$ cat config.mk
export PLATFORM = sky130hd
export DESIGN_NAME = pcileech_led_ctl
export DESIGN_NICKNAME = d
export VERILOG_FILES = /design/src/rtl/pcileech_led_ctl.sv
export SDC_FILE = /design/constraint.sdc
export NUM_CORES = 1
export LEC_CHECK = 0
export ABC_AREA = 1
export CAP_MARGIN = 10
export CORE_UTILIZATION = 50
export CTS_CLUSTER_SIZE = 14
export DETAILED_ROUTE_END_ITERATION = 16
export PLACE_DENSITY = 0.76
export SYNTH_ARGS = -nofsm -noshare
export SYNTH_HDL_FRONTEND = slang
export SYNTH_SLANG_ARGS = --single-unit
$ cat constraint.sdc
create_clock -name clk -period 1.6 [get_ports clk]
set_clock_uncertainty 0.1 [all_clocks]
set_input_delay 0.24 -clock clk [delete_from_list [all_inputs] [get_ports clk]]
set_output_delay 0.24 -clock clk [all_outputs]
set_load 0.01 [all_outputs]
$ cat src/rtl/pcileech_led_ctl.sv
// pcileech_led_ctl: drives board status LEDs LD1 (PCIe) and LD2 (communication).
// Single-cycle activity pulses are stretched into visible, retriggerable indications.
// LD1 is overlaid on the PCIe link state.
// Optional power-on blink sequence: define PCILEECH_LED_PWRON_BLINK_EN to compile it in.
// Without it the FSM starts in RUN and pwron_done is tied high.
module pcileech_led_ctl #(
   parameter int unsigned STRETCH_CYCLES    = 2500000,
   parameter int unsigned BLINK_HALF_PERIOD = 16777216,
   parameter int unsigned PWRON_BLINKS      = 4
) (
   input  logic clk,
   input  logic rst,
   input  logic link_up,
   input  logic pcie_activity,
   input  logic com_activity,
   output logic led_ld1,
   output logic led_ld2,
   output logic pwron_done
);

   localparam int unsigned SW = $clog2(STRETCH_CYCLES + 1);
   localparam logic [SW-1:0] StretchLoad = SW'(STRETCH_CYCLES);

   typedef enum logic {StPwron, StRun} state_e;

   logic [SW-1:0] cnt1_q, cnt1_d;
   logic [SW-1:0] cnt2_q, cnt2_d;
   logic          act1, act2;
   logic          led1_q, led1_d;
   logic          led2_q, led2_d;
   logic          phase_d;
   state_e        state_q;

   // Stretch channels: a pulse reloads the full length, otherwise count down to 0
   always_comb begin
      cnt1_d = cnt1_q;
      cnt2_d = cnt2_q;
      if (pcie_activity) begin
         cnt1_d = StretchLoad;
      end else if (cnt1_q != '0) begin
         cnt1_d = cnt1_q - SW'(1);
      end
      if (com_activity) begin
         cnt2_d = StretchLoad;
      end else if (cnt2_q != '0) begin
         cnt2_d = cnt2_q - SW'(1);
      end
   end

   assign act1 = (cnt1_q != '0);
   assign act2 = (cnt2_q != '0);

   // Stretch counter registers
   always_ff @(posedge clk or posedge rst) begin
      if (rst) begin
         cnt1_q <= '0;
         cnt2_q <= '0;
      end else begin
         cnt1_q <= cnt1_d;
         cnt2_q <= cnt2_d;
      end
   end

`ifdef PCILEECH_LED_PWRON_BLINK_EN
   localparam int unsigned BW = (BLINK_HALF_PERIOD > 1) ? $clog2(BLINK_HALF_PERIOD) : 1;
   localparam int unsigned HW = $clog2(2 * PWRON_BLINKS + 1);
   localparam logic [BW-1:0] BlinkLast = BW'(BLINK_HALF_PERIOD - 1);
   localparam logic [HW-1:0] HalfLast  = HW'(2 * PWRON_BLINKS - 1);

   logic [BW-1:0] blink_q, blink_d;
   logic [HW-1:0] half_q, half_d;
   logic          phase_q;
   state_e        state_d;

   // Power-on blink sequencer; RUN is terminal
   always_comb begin
      blink_d = blink_q;
      half_d  = half_q;
      phase_d = phase_q;
      state_d = state_q;
      if (state_q == StPwron) begin
         if (blink_q == BlinkLast) begin
            blink_d = '0;
            phase_d = ~phase_q;
            half_d  = half_q + HW'(1);
            if (half_q == HalfLast) begin
               state_d = StRun;
            end
         end else begin
            blink_d = blink_q + BW'(1);
         end
      end
   end

   // FSM and blink registers
   always_ff @(posedge clk or posedge rst) begin
      if (rst) begin
         state_q <= StPwron;
         blink_q <= '0;
         half_q  <= '0;
         phase_q <= 1'b0;
      end else begin
         state_q <= state_d;
         blink_q <= blink_d;
         half_q  <= half_d;
         phase_q <= phase_d;
      end
   end
`else
   assign state_q = StRun;
   assign phase_d = 1'b0;
`endif

   // LED next-state: blink pattern during power-on, activity/link overlay in RUN
   always_comb begin
      led1_d = link_up ^ act1;
      led2_d = act2;
      if (state_q == StPwron) begin
         // Track the next blink phase so the LEDs change on the wrap edge itself
         led1_d = phase_d;
         led2_d = phase_d;
      end
   end

   // LED output registers
   always_ff @(posedge clk or posedge rst) begin
      if (rst) begin
         led1_q <= 1'b0;
         led2_q <= 1'b0;
      end else begin
         led1_q <= led1_d;
         led2_q <= led2_d;
      end
   end

   assign led_ld1    = led1_q;
   assign led_ld2    = led2_q;
   assign pwron_done = (state_q == StRun);

endmodule

# Yosys cells after proc, flatten, opt, wreduce, memory -nomap -nowiden
# Index checks and enable logic that the tools add are counted.
[word_totals] output_inout_bits=3 input_bits=5 elab_cells=15 register_bits=46
[op_classes] reduce_logical=4 add_sub_neg=2 mux=4 bitwise_logic=1
[op_table] cell="$mux W22" n=4
[op_table] cell="$reduce_bool A22 Y1" n=2
[op_table] cell="$sub A22 B1 Y22 const B" n=2
[op_table] cell="$reduce_bool A2 Y1" n=2
[op_table] cell="$xor A1 B1 Y1" n=1

# Longest topological paths before layout
[logic_depth] ltp_word=3 mapped_depth=8 depth_no_buf=8

# Least setup slack after synthesis
# No wires, ideal clock.
[synth_timing] path_type="reg-to-reg" start="register cnt2_q[0]" end="register cnt2_q[13]" setup_slack_ns=0.038 setup_ns=0.119 stages_incl_launch_ff=9 n_path_buf=1 t_required_ns=1.381 arrival_time_ns=1.344 synth_period_minus_slack_ns=1.562 cell_sequence="dfrtp_1 > inv_1 > ha_1 > nand2_2 > nor2_8 > nand3_4 > buf_6 > nand4_1 > nand2_1"
[synth_between] word_cells_on_any_way=5 classes_between="add/sub: 1; mux: 2; reduce/logical: 2"
[synth_lines] element="start: declaration" line_no="27" source="logic [SW-1:0] cnt2_q, cnt2_d;"
[synth_lines] element="start signal: assignment" line_no="60" source="cnt2_q <= cnt2_d;"
[synth_lines] element="$reduce_bool A22 Y1"
[synth_lines] element="named net act2" line_no="28" source="logic act1, act2;"
[synth_lines] element="$reduce_bool A2 Y1 (no line)"
# The timed path passes the listed nets, and every way through them passes these cells. The select of a mux whose other input is x is not followed.
# A chain may end at the register's enable or synchronous reset.

# Worst setup path in the final report
[layout_timing] start="register cnt2_q[10]" end="register cnt2_q[6]"
[layout_between] elab_chain_len=2
[layout_lines] element="$reduce_bool A22 Y1" line_no="45" source="end else if (cnt2_q != '0) begin"
[layout_lines] element="$reduce_bool A2 Y1 (no line)"
# Every way passes these cells.

==> results.cfg <==
[routing]
first_pass_iters = 4
routedWlPerCell_um = 13.4
route.final.wire_length_mm = 6.74
drt_iter0_markers = 162
ant_nets = 0
post_drt_via_cell_ratio = 5.33
vias = 2674
drc_errors = 0

[pwr]
intPower_w = 0.00166
sw_frac_of_total_pct = 30.9
p_comb_share_pct = 16.8
pwr-share-seq_pct = 52.4
finalPower_w = 0.00241
power_leakage_nw = 1.55
vdd_drop_max_mv = 0.584
switchingPower_w = 0.000743
pwr-share-clk_pct = 30.8
p_per_area_nw_per_um2 = 723

[synthesis]
yosysWarningCount = 0
ys_async_sr_fraction_pct = 100
yosysSeqAreaShare_pct = 40.2
synth_area_leader_cell = dfrtp_1
synth_top_cells_by_count = 83 x nor2_1, 77 x nand2_1, 46 x dfrtp_1
synth_edf_count = 0
synth.avg_cell_area_um2 = 7.15
synth_top_area_share_pct = 40.2
ys.flop_type = dfrtp_1
synth-seq-cells = 46
synthTopCellsByArea = dfrtp_1 40%, nor2_1 11%, nand2_1 10%
syn-cell-area_um2 = 2870
synth_most_common_cell = nor2_1
netlist_instances = 401
synthDistinctLibCells = 33
synth_fp_nets = 408

[setup_path]
critPathCaptureType = register
reg2reg_slack_ns = 0.04
timing.rr.end = cnt2_q[6]
critPathMostFrequentCell = nor2_4
critPathKind = register to register
cpPeakStageDelay_ns = 0.46
cp.arrival_ns = 1.67
timing.rr.start = cnt2_q[10]
worst_setup_path_start_kind = register
r2r_cells = 6
required_ns = 1.71
endpoint = cnt2_q[6]
worstPathCellList = nor2_4 -> nand2_2 -> nor2_4 -> nand3_2 -> nand4_1 -> inv_1
cp_num_cells = 6
worst_path_max_delay_cell = dfrtp_1
critPathTopFamily = simple AND/OR/NAND/NOR gates
critPathLaunch = cnt2_q[10]
cp_num_buf_inv = 1
worst-path-max-fanout = 6

[global_route]
grt_pass1_wl_mm = 10.8
first_global_vias = 2501
grt_max_degree = 37
grt.total_usage_pct = 22.8
antenna_found_initial = 0
global_route.overflow_total = 0

[cts]
holdBufCountCts = 0
clk_latency_ns = 0.31
cts_tree = built
cts.sinks = 46
cts_root_buf = clkbuf_8
cts_buffer_depth = 2
numCtsBuffers = 5
clk_pin_slew_ns = 0.10
htree_num_levels = 2

[flow_run]
maxCapViolations = 0

[placement]
dp_hpwl_mm = 4.90
dpl-instance-area_um2 = 3090
dp_cells = 486
port_buffers = 6
place.gp.congestion = 1.03

[sta]
max_clock_freq_ghz = 0.641
fin_crit_sh_pct = 97.5
period_minus_slack_ns = 1.56
drv_slew = 0
setup_viol = 0
setup_tns_ns = 0
finalHoldViolations = 0
grt_setup_unrepaired = yes

[floorplanning]
rows = 27
die_h_um = 77.7
die_x_um = 77.7
core_um2 = 5510
dieArea_um2 = 6040
io-pin-count = 8
initial_core_util_pct = 52.0

[min_path]
hp-class = primary input to async pin

[layout]
area_growth_pct = 16.1
nFillCells = 491
n_antenna_cell = 0
utilization_pct = 60.4
fin_cells = 502
fin_area_um2 = 3330
multiInputGateArea_um2 = 1580
final_nets = 436
final-seq-area_um2 = 1150
drive_gt1_share_pct = 20.9

[run_status]
status = complete, no violations
repair_timing:
action,in CTS,in global routing
setup endpoints to repair,0,36
setup buffers,0,6
resized for setup,0,24
cells by family after synthesis:
logic type                 Yosys count  synth area share [%]
and+or+nand+nor                    258                  43.0
buffers and inverters               57                  8.25
DFF                                 46                  40.2
AOI/OAI and AO/OA                   35                  6.99
xor gates and xnor gates             2                 0.611
adders and majority gates            2                 0.873
other                                1                 0.131
area by class of cell:
| cell class | count | share of cell area (%) |
|---|---|---|
| Clock buffer | 5 | 2.07 |
| Inverter | 51 | 5.98 |
| Timing Repair Buffer | 25 | 6.47 |
| Sequential cell | 46 | 34.6 |
| Tap cell | 72 | 2.71 |
| Timing Repair inverter | 1 | 0.150 |
| Clock inverter | 3 | 0.639 |
| Multi-Input combinational cell | 299 | 47.4 |
flip-flops by register name (all words and copies together), names as in the netlist:
name     cells
cnt1_q      22
cnt2_q      22
led_ld1      1
led_ld2      1
power by group through the flow:
stage | clock network [W] | logic (W) | registers (W)
2_1_floorplan | 0 | 0.000279 | 0.00127
3_3_place_gp | 0 | 0.000371 | 0.00128
3_5_place_dp | 0 | 0.000380 | 0.00128
4_1_cts | 0.000754 | 0.000381 | 0.00125
5_1_grt | 0.000806 | 0.000451 | 0.00127
6_report | 0.000742 | 0.000404 | 0.00126
metal layers:
metal,global-route usage (%),vias up,part of all wire (%)
met3,3.53,18,3.1
met2,42.4,65,52
li1,-,1335,-
met4,10.2,0,2.7
met1,25.4,1256,42
met5,0,-,0
worst reg2reg max path, delay by kind of cell (launching register included):
kind	cells	cell delay, ns
and+or+nand+nor	5	0.87
DFF	1	0.46
buffers and inverters	1	0.04
placed cells by master, fill, tap and decap left out, types with 3 or more instances in the layout:
master,count
nor2_2,21
clkdlybuf4s50_1,6
o21ai_0,6
nand2_2,7
nor2_1,71
or2_2,8
nand3_1,41
inv_2,4
nor2_4,6
inv_1,44
o21ai_1,10
buf_4,18
nand2_1,76
dfrtp_1,46
a21oi_1,11
clkbuf_8,5
nor3_1,3
nand3_2,4
nand4_1,15
a21o_1,6
worst min-delay path by stage:
stage	start	end	slack, ns	depth (start not counted)
3_5_place_dp	rst	cnt2_q[14]	0.40	2
4_1_cts	rst	cnt2_q[14]	0.07	2
2_1_floorplan	link_up	led_ld1	0.23	1
6_report	rst	cnt2_q[14]	0.06	2
5_1_grt	rst	cnt2_q[14]	0.07	2
3_3_place_gp	rst	cnt2_q[14]	0.40	2
metrics by stage:
step / hold slack (ns) / setup WS, ns
global route: 0.0710 / -0.0453
finish: 0.0600 / 0.0403
global placement: 0.396 / 0.0781
CTS: 0.0667 / 0.0106
detailed placement: 0.401 / 0.0208
floorplan: 0.231 / 0.0375
No activity file was read; power rests on OpenSTA's default activity.
